**config.mk**
```make
export PLATFORM = sky130hd
export DESIGN_NAME = axi_lite_mailbox
export DESIGN_NICKNAME = d
export VERILOG_FILES = /design/src/rtl/axi_lite_mailbox_pkg.sv /design/src/rtl/mailbox_fifo.sv /design/src/rtl/axi_lite_mailbox.sv
export SDC_FILE = /design/constraint.sdc
export NUM_CORES = 1
export LEC_CHECK = 0
export ABC_AREA = 1
export CAP_MARGIN = 20
export CORE_ASPECT_RATIO = 1.25
export CORE_MARGIN = 8
export CORE_UTILIZATION = 45
export CTS_CLUSTER_DIAMETER = 80
export DETAILED_ROUTE_END_ITERATION = 6
export SYNTH_ARGS = -nofsm -noshare
export SYNTH_HDL_FRONTEND = slang
export SYNTH_SLANG_ARGS = --single-unit
```
**constraint.sdc**
```tcl
create_clock -name S_AXI_ACLK -period 4.3 [get_ports S_AXI_ACLK]
set_input_delay 0.43 -clock S_AXI_ACLK [delete_from_list [all_inputs] [get_ports S_AXI_ACLK]]
set_output_delay 0.43 -clock S_AXI_ACLK [all_outputs]
set_load 0.03 [all_outputs]
```
**src/rtl/axi_lite_mailbox_pkg.sv**
```systemverilog
// Shared constants for the AXI4-Lite mailbox: register word offsets, ID value
// and response codes.
package axi_lite_mailbox_pkg;
  localparam logic [1:0]  REG_ID     = 2'd0;
  localparam logic [1:0]  REG_STATUS = 2'd1;
  localparam logic [1:0]  REG_CTRL   = 2'd2;
  localparam logic [1:0]  REG_DATA   = 2'd3;

  localparam logic [31:0] MBOX_ID    = 32'h4D424F58;

  localparam logic [1:0]  RESP_OKAY   = 2'b00;
  localparam logic [1:0]  RESP_SLVERR = 2'b10;
endpackage

```
**src/rtl/mailbox_fifo.sv**
```systemverilog
// Register-array word FIFO with flush. Pop is judged on the pre-cycle count;
// a push into a full FIFO still lands when a pop frees a slot in that cycle.
module mailbox_fifo #(
  parameter int DEPTH = 16,
  parameter int W     = 32,
  localparam int AW   = $clog2(DEPTH),
  localparam int CW   = $clog2(DEPTH + 1)
) (
  input  logic          clk,
  input  logic          rst_n,
  input  logic          push,
  input  logic          pop,
  input  logic          flush,
  input  logic [W-1:0]  din,
  output logic [W-1:0]  dout,
  output logic          push_acc,
  output logic          pop_acc,
  output logic [CW-1:0] count,
  output logic [CW-1:0] count_nxt,
  output logic          full,
  output logic          empty
);
  logic [W-1:0]  mem [DEPTH];
  logic [AW-1:0] wr_ptr, rd_ptr;

  assign empty    = (count == '0);
  assign full     = (count == CW'(DEPTH));
  assign pop_acc  = pop && !empty;
  assign push_acc = push && (!full || pop_acc);
  assign dout     = mem[rd_ptr];

  always_comb begin
    count_nxt = count;
    if (flush)                    count_nxt = '0;
    else if (push_acc && !pop_acc) count_nxt = count + CW'(1);
    else if (!push_acc && pop_acc) count_nxt = count - CW'(1);
  end

  // Storage is deliberately not reset or cleared by flush.
  always_ff @(posedge clk)
    if (push_acc && !flush) mem[wr_ptr] <= din;

  always_ff @(posedge clk) begin
    if (!rst_n) begin
      wr_ptr <= '0;
      rd_ptr <= '0;
      count  <= '0;
    end else begin
      count <= count_nxt;
      if (flush) begin
        wr_ptr <= '0;
        rd_ptr <= '0;
      end else begin
        if (push_acc) wr_ptr <= wr_ptr + AW'(1);
        if (pop_acc)  rd_ptr <= rd_ptr + AW'(1);
      end
    end
  end
endmodule

```
**src/rtl/axi_lite_mailbox.sv**
```systemverilog
// AXI4-Lite slave front end for the host mailbox: channel handshakes, address
// decode, sticky error flags and the STATUS/ID read mux around mailbox_fifo.
module axi_lite_mailbox
  import axi_lite_mailbox_pkg::*;
#(
  parameter int DEPTH              = 16,
  parameter int C_S_AXI_DATA_WIDTH = 32,
  parameter int C_S_AXI_ADDR_WIDTH = 6
) (
  input  logic                            S_AXI_ACLK,
  input  logic                            S_AXI_ARESETN,
  input  logic [C_S_AXI_ADDR_WIDTH-1:0]   S_AXI_AWADDR,
  input  logic [2:0]                      S_AXI_AWPROT,
  input  logic                            S_AXI_AWVALID,
  output logic                            S_AXI_AWREADY,
  input  logic [C_S_AXI_DATA_WIDTH-1:0]   S_AXI_WDATA,
  input  logic [C_S_AXI_DATA_WIDTH/8-1:0] S_AXI_WSTRB,
  input  logic                            S_AXI_WVALID,
  output logic                            S_AXI_WREADY,
  output logic [1:0]                      S_AXI_BRESP,
  output logic                            S_AXI_BVALID,
  input  logic                            S_AXI_BREADY,
  input  logic [C_S_AXI_ADDR_WIDTH-1:0]   S_AXI_ARADDR,
  input  logic [2:0]                      S_AXI_ARPROT,
  input  logic                            S_AXI_ARVALID,
  output logic                            S_AXI_ARREADY,
  output logic [C_S_AXI_DATA_WIDTH-1:0]   S_AXI_RDATA,
  output logic [1:0]                      S_AXI_RRESP,
  output logic                            S_AXI_RVALID,
  input  logic                            S_AXI_RREADY
);
  localparam int CW = $clog2(DEPTH + 1);

  logic          wr_fire, rd_fire, push, pop, flush, clr;
  logic          push_acc, pop_acc, full, empty, ovf, unf, ovf_nxt, unf_nxt;
  logic [1:0]    wsel, rsel, rresp_nxt;
  logic [31:0]   dout, rdata_nxt;
  logic [CW-1:0] count, count_nxt;
  logic          unused_ok;

  assign wsel    = S_AXI_AWADDR[3:2];
  assign rsel    = S_AXI_ARADDR[3:2];
  assign wr_fire = S_AXI_AWREADY && S_AXI_AWVALID && S_AXI_WVALID;
  assign rd_fire = S_AXI_ARREADY && S_AXI_ARVALID;
  assign push    = wr_fire && (wsel == REG_DATA);
  assign pop     = rd_fire && (rsel == REG_DATA);
  assign flush   = wr_fire && (wsel == REG_CTRL) && S_AXI_WSTRB[0] && S_AXI_WDATA[0];
  assign clr     = wr_fire && (wsel == REG_CTRL) && S_AXI_WSTRB[0] && S_AXI_WDATA[1];

  // A new error event in the clearing cycle survives the clear.
  assign ovf_nxt = (ovf && !clr) || (push && !push_acc);
  assign unf_nxt = (unf && !clr) || (pop && !pop_acc);

  assign unused_ok = ^{S_AXI_AWPROT, S_AXI_ARPROT, S_AXI_AWADDR, S_AXI_ARADDR,
                       S_AXI_WSTRB, full, empty, count};

  mailbox_fifo #(.DEPTH(DEPTH), .W(32)) u_fifo (
    .clk      (S_AXI_ACLK),
    .rst_n    (S_AXI_ARESETN),
    .push     (push),
    .pop      (pop),
    .flush    (flush),
    .din      (S_AXI_WDATA),
    .dout     (dout),
    .push_acc (push_acc),
    .pop_acc  (pop_acc),
    .count    (count),
    .count_nxt(count_nxt),
    .full     (full),
    .empty    (empty)
  );

  // STATUS is built from next-state so it includes the handshake edge itself.
  always_comb begin
    rdata_nxt = '0;
    rresp_nxt = RESP_OKAY;
    case (rsel)
      REG_ID:     rdata_nxt = MBOX_ID;
      REG_STATUS: rdata_nxt = {12'd0, unf_nxt, ovf_nxt, count_nxt == CW'(DEPTH),
                               count_nxt == '0, 16'(count_nxt)};
      REG_DATA: begin
        rdata_nxt = pop_acc ? dout : '0;
        rresp_nxt = pop_acc ? RESP_OKAY : RESP_SLVERR;
      end
      default:    rdata_nxt = '0;
    endcase
  end

  always_ff @(posedge S_AXI_ACLK) begin
    if (!S_AXI_ARESETN) begin
      S_AXI_AWREADY <= 1'b0;
      S_AXI_WREADY  <= 1'b0;
      S_AXI_BVALID  <= 1'b0;
      S_AXI_BRESP   <= RESP_OKAY;
      S_AXI_ARREADY <= 1'b0;
      S_AXI_RVALID  <= 1'b0;
      S_AXI_RRESP   <= RESP_OKAY;
      S_AXI_RDATA   <= '0;
      ovf           <= 1'b0;
      unf           <= 1'b0;
    end else begin
      S_AXI_AWREADY <= S_AXI_AWVALID && S_AXI_WVALID && !S_AXI_BVALID && !S_AXI_AWREADY;
      S_AXI_WREADY  <= S_AXI_AWVALID && S_AXI_WVALID && !S_AXI_BVALID && !S_AXI_AWREADY;
      if (wr_fire) begin
        S_AXI_BVALID <= 1'b1;
        S_AXI_BRESP  <= (push && !push_acc) ? RESP_SLVERR : RESP_OKAY;
      end else if (S_AXI_BREADY) begin
        S_AXI_BVALID <= 1'b0;
      end
      S_AXI_ARREADY <= S_AXI_ARVALID && !S_AXI_RVALID && !S_AXI_ARREADY;
      if (rd_fire) begin
        S_AXI_RVALID <= 1'b1;
        S_AXI_RDATA  <= rdata_nxt;
        S_AXI_RRESP  <= rresp_nxt;
      end else if (S_AXI_RREADY) begin
        S_AXI_RVALID <= 1'b0;
      end
      ovf <= ovf_nxt;
      unf <= unf_nxt;
    end
  end
endmodule

```
# [After elaboration in Yosys (flattened, before gate mapping)]
# Memory sizes are Yosys's and may differ from the RTL's. A register that Yosys moved wholly into a read port is not among the register bits.
# Index checks and enable logic that the tools add are counted.
[totals] ram_bits=512 memories=1 in_bits=61 wordCells=82 out_inout_bits=41 regBits=55
[memory_table] name="u_fifo.mem" depth=16 word_bits=32 rd=1 rd_ports_with_merged_regs=1 wr=1 line="mailbox_fifo.sv:23" source="logic [W-1:0] mem [DEPTH];"
[classes] bitwise_logic=1 n_mux=16 n_eq_ne=6 add_sub_neg=4 reduce_logical=42
[op_table] operator="32-bit one-hot mux with 3 select lines" count=1
[op_table] operator="32-bit 2-to-1 mux" count=1
[op_table] operator="1-bit logical AND" count=23
[op_table] operator="5-bit 2-to-1 mux" count=3
[op_table] operator="5-bit equality test, second input constant" count=2
[op_table] operator="1-bit logical NOT" count=10
[op_table] operator="5-bit logical NOT" count=2
[op_table] operator="4-bit by 1-bit adder with 4-bit output, second input constant" count=2
[op_table] operator="4-bit 2-to-1 mux" count=2
[op_table] operator="2-bit equality test, second input constant" count=3
[op_table] operator="1-bit 2-to-1 mux" count=6
[op_table] operator="2-bit 2-to-1 mux" count=3
[op_table] operator="5-bit by 1-bit adder with 5-bit output, second input constant" count=1
[op_table] operator="5-bit by 1-bit subtractor with 5-bit output, second input constant" count=1
[op_table] operator="2-bit nonzero test" count=2
[op_table] operator="1-bit logical OR" count=3
[op_table] operator="2-bit by 1-bit equality test with 1-bit output, second input constant" count=1
[op_table] operator="2-bit logical NOT" count=1
[op_table] operator="2-bit OR reduction" count=1
[op_table] operator="1-bit inverter" count=1

# [Longest topological paths before layout]
[depth] ltp_word=12 depth_mapped=15 ltp_nobuf=15

# [Modules after synthesis]
# Synthesis repeated with hierarchy kept, for this count alone.
[unflattened] cells_unflattened=1982 area_unflattened_um2=23555.1
[by_module_without_submodules] mod="mailbox_fifo" area_per_inst_um2=21974.8 cells_each=1773 seq_area_each_um2=15715.1 instances=1
[by_module_without_submodules] mod="axi_lite_mailbox" area_per_inst_um2=1580.3 cells_each=209 seq_area_each_um2=800.8 instances=1

# [Worst setup path before layout]
# No wires, ideal clock.
[synth_timing] path_type="flip-flop to flip-flop" start="register S_AXI_ARREADY" end="memory u_fifo.mem[15][0], enable pin" setup_ns=0.502 path_slack_ns=-0.537 t_arrival_ns=4.335 path_stages_with_launch=7 path_buffers=0 synth_period_minus_slack_ns=4.837 required_time_ns=3.798 cell_sequence="dfxtp_1 > nand2_2 > nor2_4 > nor2_1 > nor2_2 > nand2_1 > nor4_1"
[synth_between] elab_chain_cells=8
[synth_rtl] item="start, declared" line="axi_lite_mailbox.sv:26" source="output logic S_AXI_ARREADY,"
[synth_rtl] item="start signal, assigned" line="axi_lite_mailbox.sv:110" source="S_AXI_ARREADY <= S_AXI_ARVALID && !S_AXI_RVALID && !S_AXI_ARREADY;"
[synth_rtl] item="1-bit logical AND" line="axi_lite_mailbox.sv:44" source="assign rd_fire = S_AXI_ARREADY && S_AXI_ARVALID;"
[synth_rtl] item="1-bit logical AND" line="axi_lite_mailbox.sv:46" source="assign pop = rd_fire && (rsel == REG_DATA);"
[synth_rtl] item="1-bit logical AND" line="mailbox_fifo.sv:28" source="assign pop_acc = pop && !empty;"
[synth_rtl] item="1-bit logical OR" line="mailbox_fifo.sv:29" source="assign push_acc = push && (!full || pop_acc);"
[synth_rtl] item="1-bit logical AND" line="mailbox_fifo.sv:29"
[synth_rtl] item="1-bit logical AND" line="mailbox_fifo.sv:41" source="if (push_acc && !flush) mem[wr_ptr] <= din;"
[synth_rtl] item="1-bit 2-to-1 mux" line="mailbox_fifo.sv:41"
[synth_rtl] item="1-bit 2-to-1 mux (implied by the code)" line="mailbox_fifo.sv:41"
[synth_rtl] item="end, declared" line="mailbox_fifo.sv:23"
# Every way passes these cells.

# [Worst setup path in the final report]
[layout_timing] start="register u_fifo.count[0]" end="memory u_fifo.mem[9][10], enable pin"
[layout_between] elab_chain_cells=8 word_cells_on_any_way=10 cone_classes="eq/ne (1); mux (2); reduce/logical (7)"
[layout_rtl] item="start, declared" line="mailbox_fifo.sv:18" source="output logic [CW-1:0] count,"
[layout_rtl] item="start signal, assigned" line="mailbox_fifo.sv:49" source="count <= count_nxt;"
[layout_rtl] item="5-bit logical NOT" line="mailbox_fifo.sv:26" source="assign empty = (count == '0);"
[layout_rtl] item="1-bit logical NOT" line="mailbox_fifo.sv:28"
[layout_rtl] item="1-bit logical AND" line="mailbox_fifo.sv:28"
[layout_rtl] item="1-bit logical OR *" line="mailbox_fifo.sv:29"
[layout_rtl] item="1-bit logical AND *" line="mailbox_fifo.sv:29"
[layout_rtl] item="1-bit logical AND *" line="mailbox_fifo.sv:41"
[layout_rtl] item="1-bit 2-to-1 mux *" line="mailbox_fifo.sv:41"
[layout_rtl] item="1-bit 2-to-1 mux (implied by the code) *" line="mailbox_fifo.sv:41"
# Mark *: on every way between the ends. The rest lies on a longest branch, timed or not.

==> reports/results.txt <==
I/O pin count = 102
Initial Util = 0.454
Clk_lat worst skew = 0.58 ns
Yosys cell types = 41
Final hold violation count = 0
Tmin final = 2.79 ns
GP Congestion = 0.816
Final period util = 0.648
Hold/Removal Path Class = in2reg
Worst slack at placement = 1.10 ns
First-pass GRT wire length = 83,500 um
Crit-path leading delay family = simple AND/OR/NAND/NOR gates
Vias = 14,100
Top cells by area, synth = edfxtp_1 (69%), o21ai_0 (6.0%), dfxtp_1 (5.1%), nor2_1 (5.0%), o221ai_1 (2.3%)
CTS sink count = 569
DRT iter0 DRCs = 1,013
GRT Overall Usage = 0.188
Fmax = 359 MHz
# diodes = 0
Max Cap Violations = 0
Count leader, synth = edfxtp_1
Yosys warning count = 0
Power Dens Cells = 427 nW/um^2
CP required = 4.51 ns
Yosys top cell area share = 0.688
Final Util = 0.523
Slowest cell on the critical path = buf_4
Most used flip-flop cell after synthesis = edfxtp_1
Crit path launch type = flip-flop
Core ar. = 49,200 sq um
CTS tree = done
Largest net degree at the start of global routing = 204
Commonest cells in the netlist = edfxtp_1 (512), nor2_1 (297), o21ai_0 (270), nand2_1 (133), clkbuf_1 (67)
WP buf/inv = 2
Worst VDD drop = 0.321 mV
Final number of max-transition violations = 0
Worst Hold Slack = 0.444 ns
Post-Route WL = 54,900 um
Post-CTS Hold Fix Bufs = 0
Slew margin rel. = 0.351
CTS clk-pin slew, worst paths = 0.06 ns
Die ar. = 57,100 sq um
DRC Markers = 0
Status = complete, no violations
Layout cells sized above 1 = 0.0860
Post-route ant nets = 0
Final HPWL DP = 31,000 um
Per-cell routed wire length = 22.0 um
Syn-to-layout area delta = 15.1%
H-tree depth = 2
Slowest stage delay, CP = 0.49 ns
Clock tree buffer depth = 3
Critical Path, Cell by Cell = inv_1 -> ha_1 -> nand3_2 -> nor2_1 -> nor2_2 -> nand4_1 -> nor2_4 -> buf_4
Register bit total from synthesis = 569
Final worst slack = 1.51 ns
Avg Cell Area, Syn = 12.8 sq um
Num CTS Buffers = 54
Root buffer cell = clkbuf_16
Rows = 91
Post-synthesis cell area = 22,400 sq um
# setup viols final = 0
Setup Fix Bufs, Post-CTS = 0
Worst Clk Skew = 0.0176 ns
Final net count = 1,872
Critical Path Sink Type = flip-flop
GRT overflow = 0
Post-DR vias/cell = 5.66
IO buf count = 82
Post-Syn Instances = 1,741
Post_cts resized = 0
Fillers = 4,130
FFs w/ async S/R, synth = 0
Sequential area share after synthesis = 0.739
Crit path DAT = 2.99 ns
Worst-path maximum fanout = 32
EDFF count, synth = 512
Vias in the first global route = 14,000
Die Y = 265 um
1st-pass router iterations = 5
Worst Tran Pin Value = 0.972 ns
RSZ-0062 raised after global routing = no
Yosys top cell by area = edfxtp_1
Initial antenna violation count = 0
Critical path class = reg2reg
Leak = 8.39 nW
Die W = 215 um
tightest hold or removal path: cells and delay by family:
| kind | cells | cell delay (ns) |
|---|---|---|
| simple gates | 2 | 0.11 |
| buf+inv | 1 | 0.43 |
registers in the layout, indices dropped and copies added (netlist names), 4 cells and up, named ones only:
name,flops
u_fifo.mem,512
S_AXI_RDATA,32
u_fifo.count,5
u_fifo.rd_ptr,4
u_fifo.wr_ptr,4
cells in the final DEF, fill, tap and decap left out, drive strengths merged:
cell type | netlist | final
nand3 | 25 | 25
or2 | 2 | 2
clkinv | 1 | 20
nor3b | 1 | 1
nor2 | 302 | 302
nor4 | 5 | 5
nand2 | 136 | 136
xnor2 | 2 | 2
a31o | 1 | 1
edfxtp | 512 | 512
ha | 7 | 7
a21oi | 48 | 48
buf | 48 | 42
nor3 | 5 | 5
bufinv | 0 | 7
o221ai | 58 | 58
nand4 | 9 | 9
dfxtp | 57 | 57
o211ai | 52 | 52
nand3b | 1 | 1
inv | 41 | 44
a211oi | 1 | 1
conb | 1 | 2
clkdlybuf4s50 | 0 | 82
xor2 | 2 | 2
clkbuf | 70 | 68
o22ai | 65 | 65
o21ai | 286 | 286
a31oi | 3 | 3
clkinvlp | 0 | 3
path summary, 6_finish.rpt:
kind / from / cells after the start / slack (ns) / end
setup / recovery: u_fifo.count[0] / 8 / 1.51 / u_fifo.mem[9][10]
hold reg to reg: S_AXI_RVALID / 1 / 0.46 / S_AXI_ARREADY
setup reg to reg: u_fifo.count[0] / 8 / 1.51 / u_fifo.mem[9][10]
hold / removal: S_AXI_ARVALID / 3 / 0.44 / S_AXI_ARREADY
cells by family (layout without fill, tap and decap cells):
logic type	Yosys count	in the layout	share of synthesized area
flip-flops	569	569	0.739
adder cells (fa/ha/maj)	7	7	0.00392
AND/OR/NAND/NOR	486	486	0.0888
buffers and inverters	160	266	0.0317
XOR/XNOR	4	4	0.00157
AO/OA/AOI/OAI	514	514	0.135
other	1	2	0.000168
through the flow:
step | std cells | TNS, ns | area [sq um] | power (mW)
floorplan | 1742 | -33.78 | 22400 | 6.21
global placement | 2398 | 0 | 23900 | 6.34
detailed placement | 2398 | 0 | 23900 | 6.34
CTS | 2498 | 0 | 25700 | 11.1
global route | 2499 | 0 | 25700 | 11.3
finish | 2499 | 0 | 25700 | 11.0
routing by layer:
metal  global-route usage  vias to the layer above  part of all wire
li1                     -                     6596                 -
met1                0.228                     7058              0.40
met4               0.0796                        0             0.042
met2                0.335                      382              0.51
met3               0.0218                      102             0.042
met5                    0                        -                 0
area by class of cell:
class                   count  area [sq um]  area share
clock buffers              68          1440      0.0558
clock inverters            32           345      0.0134
inverters                  42           163     0.00632
multi-input cells        1013          5250       0.204
flip-flops and latches    569         16500       0.642
well taps                 651           815      0.0317
repair buffers            124          1190      0.0464
power breakdown:
| part | total (mW) | switching [mW] | internal [mW] |
|---|---|---|---|
| Combinational | 0.193 | 0.129 | 0.0644 |
| Clock | 4.77 | 1.99 | 2.79 |
| Sequential | 6.03 | 0.00600 | 6.03 |
Power figures use the tool's default switching activity.
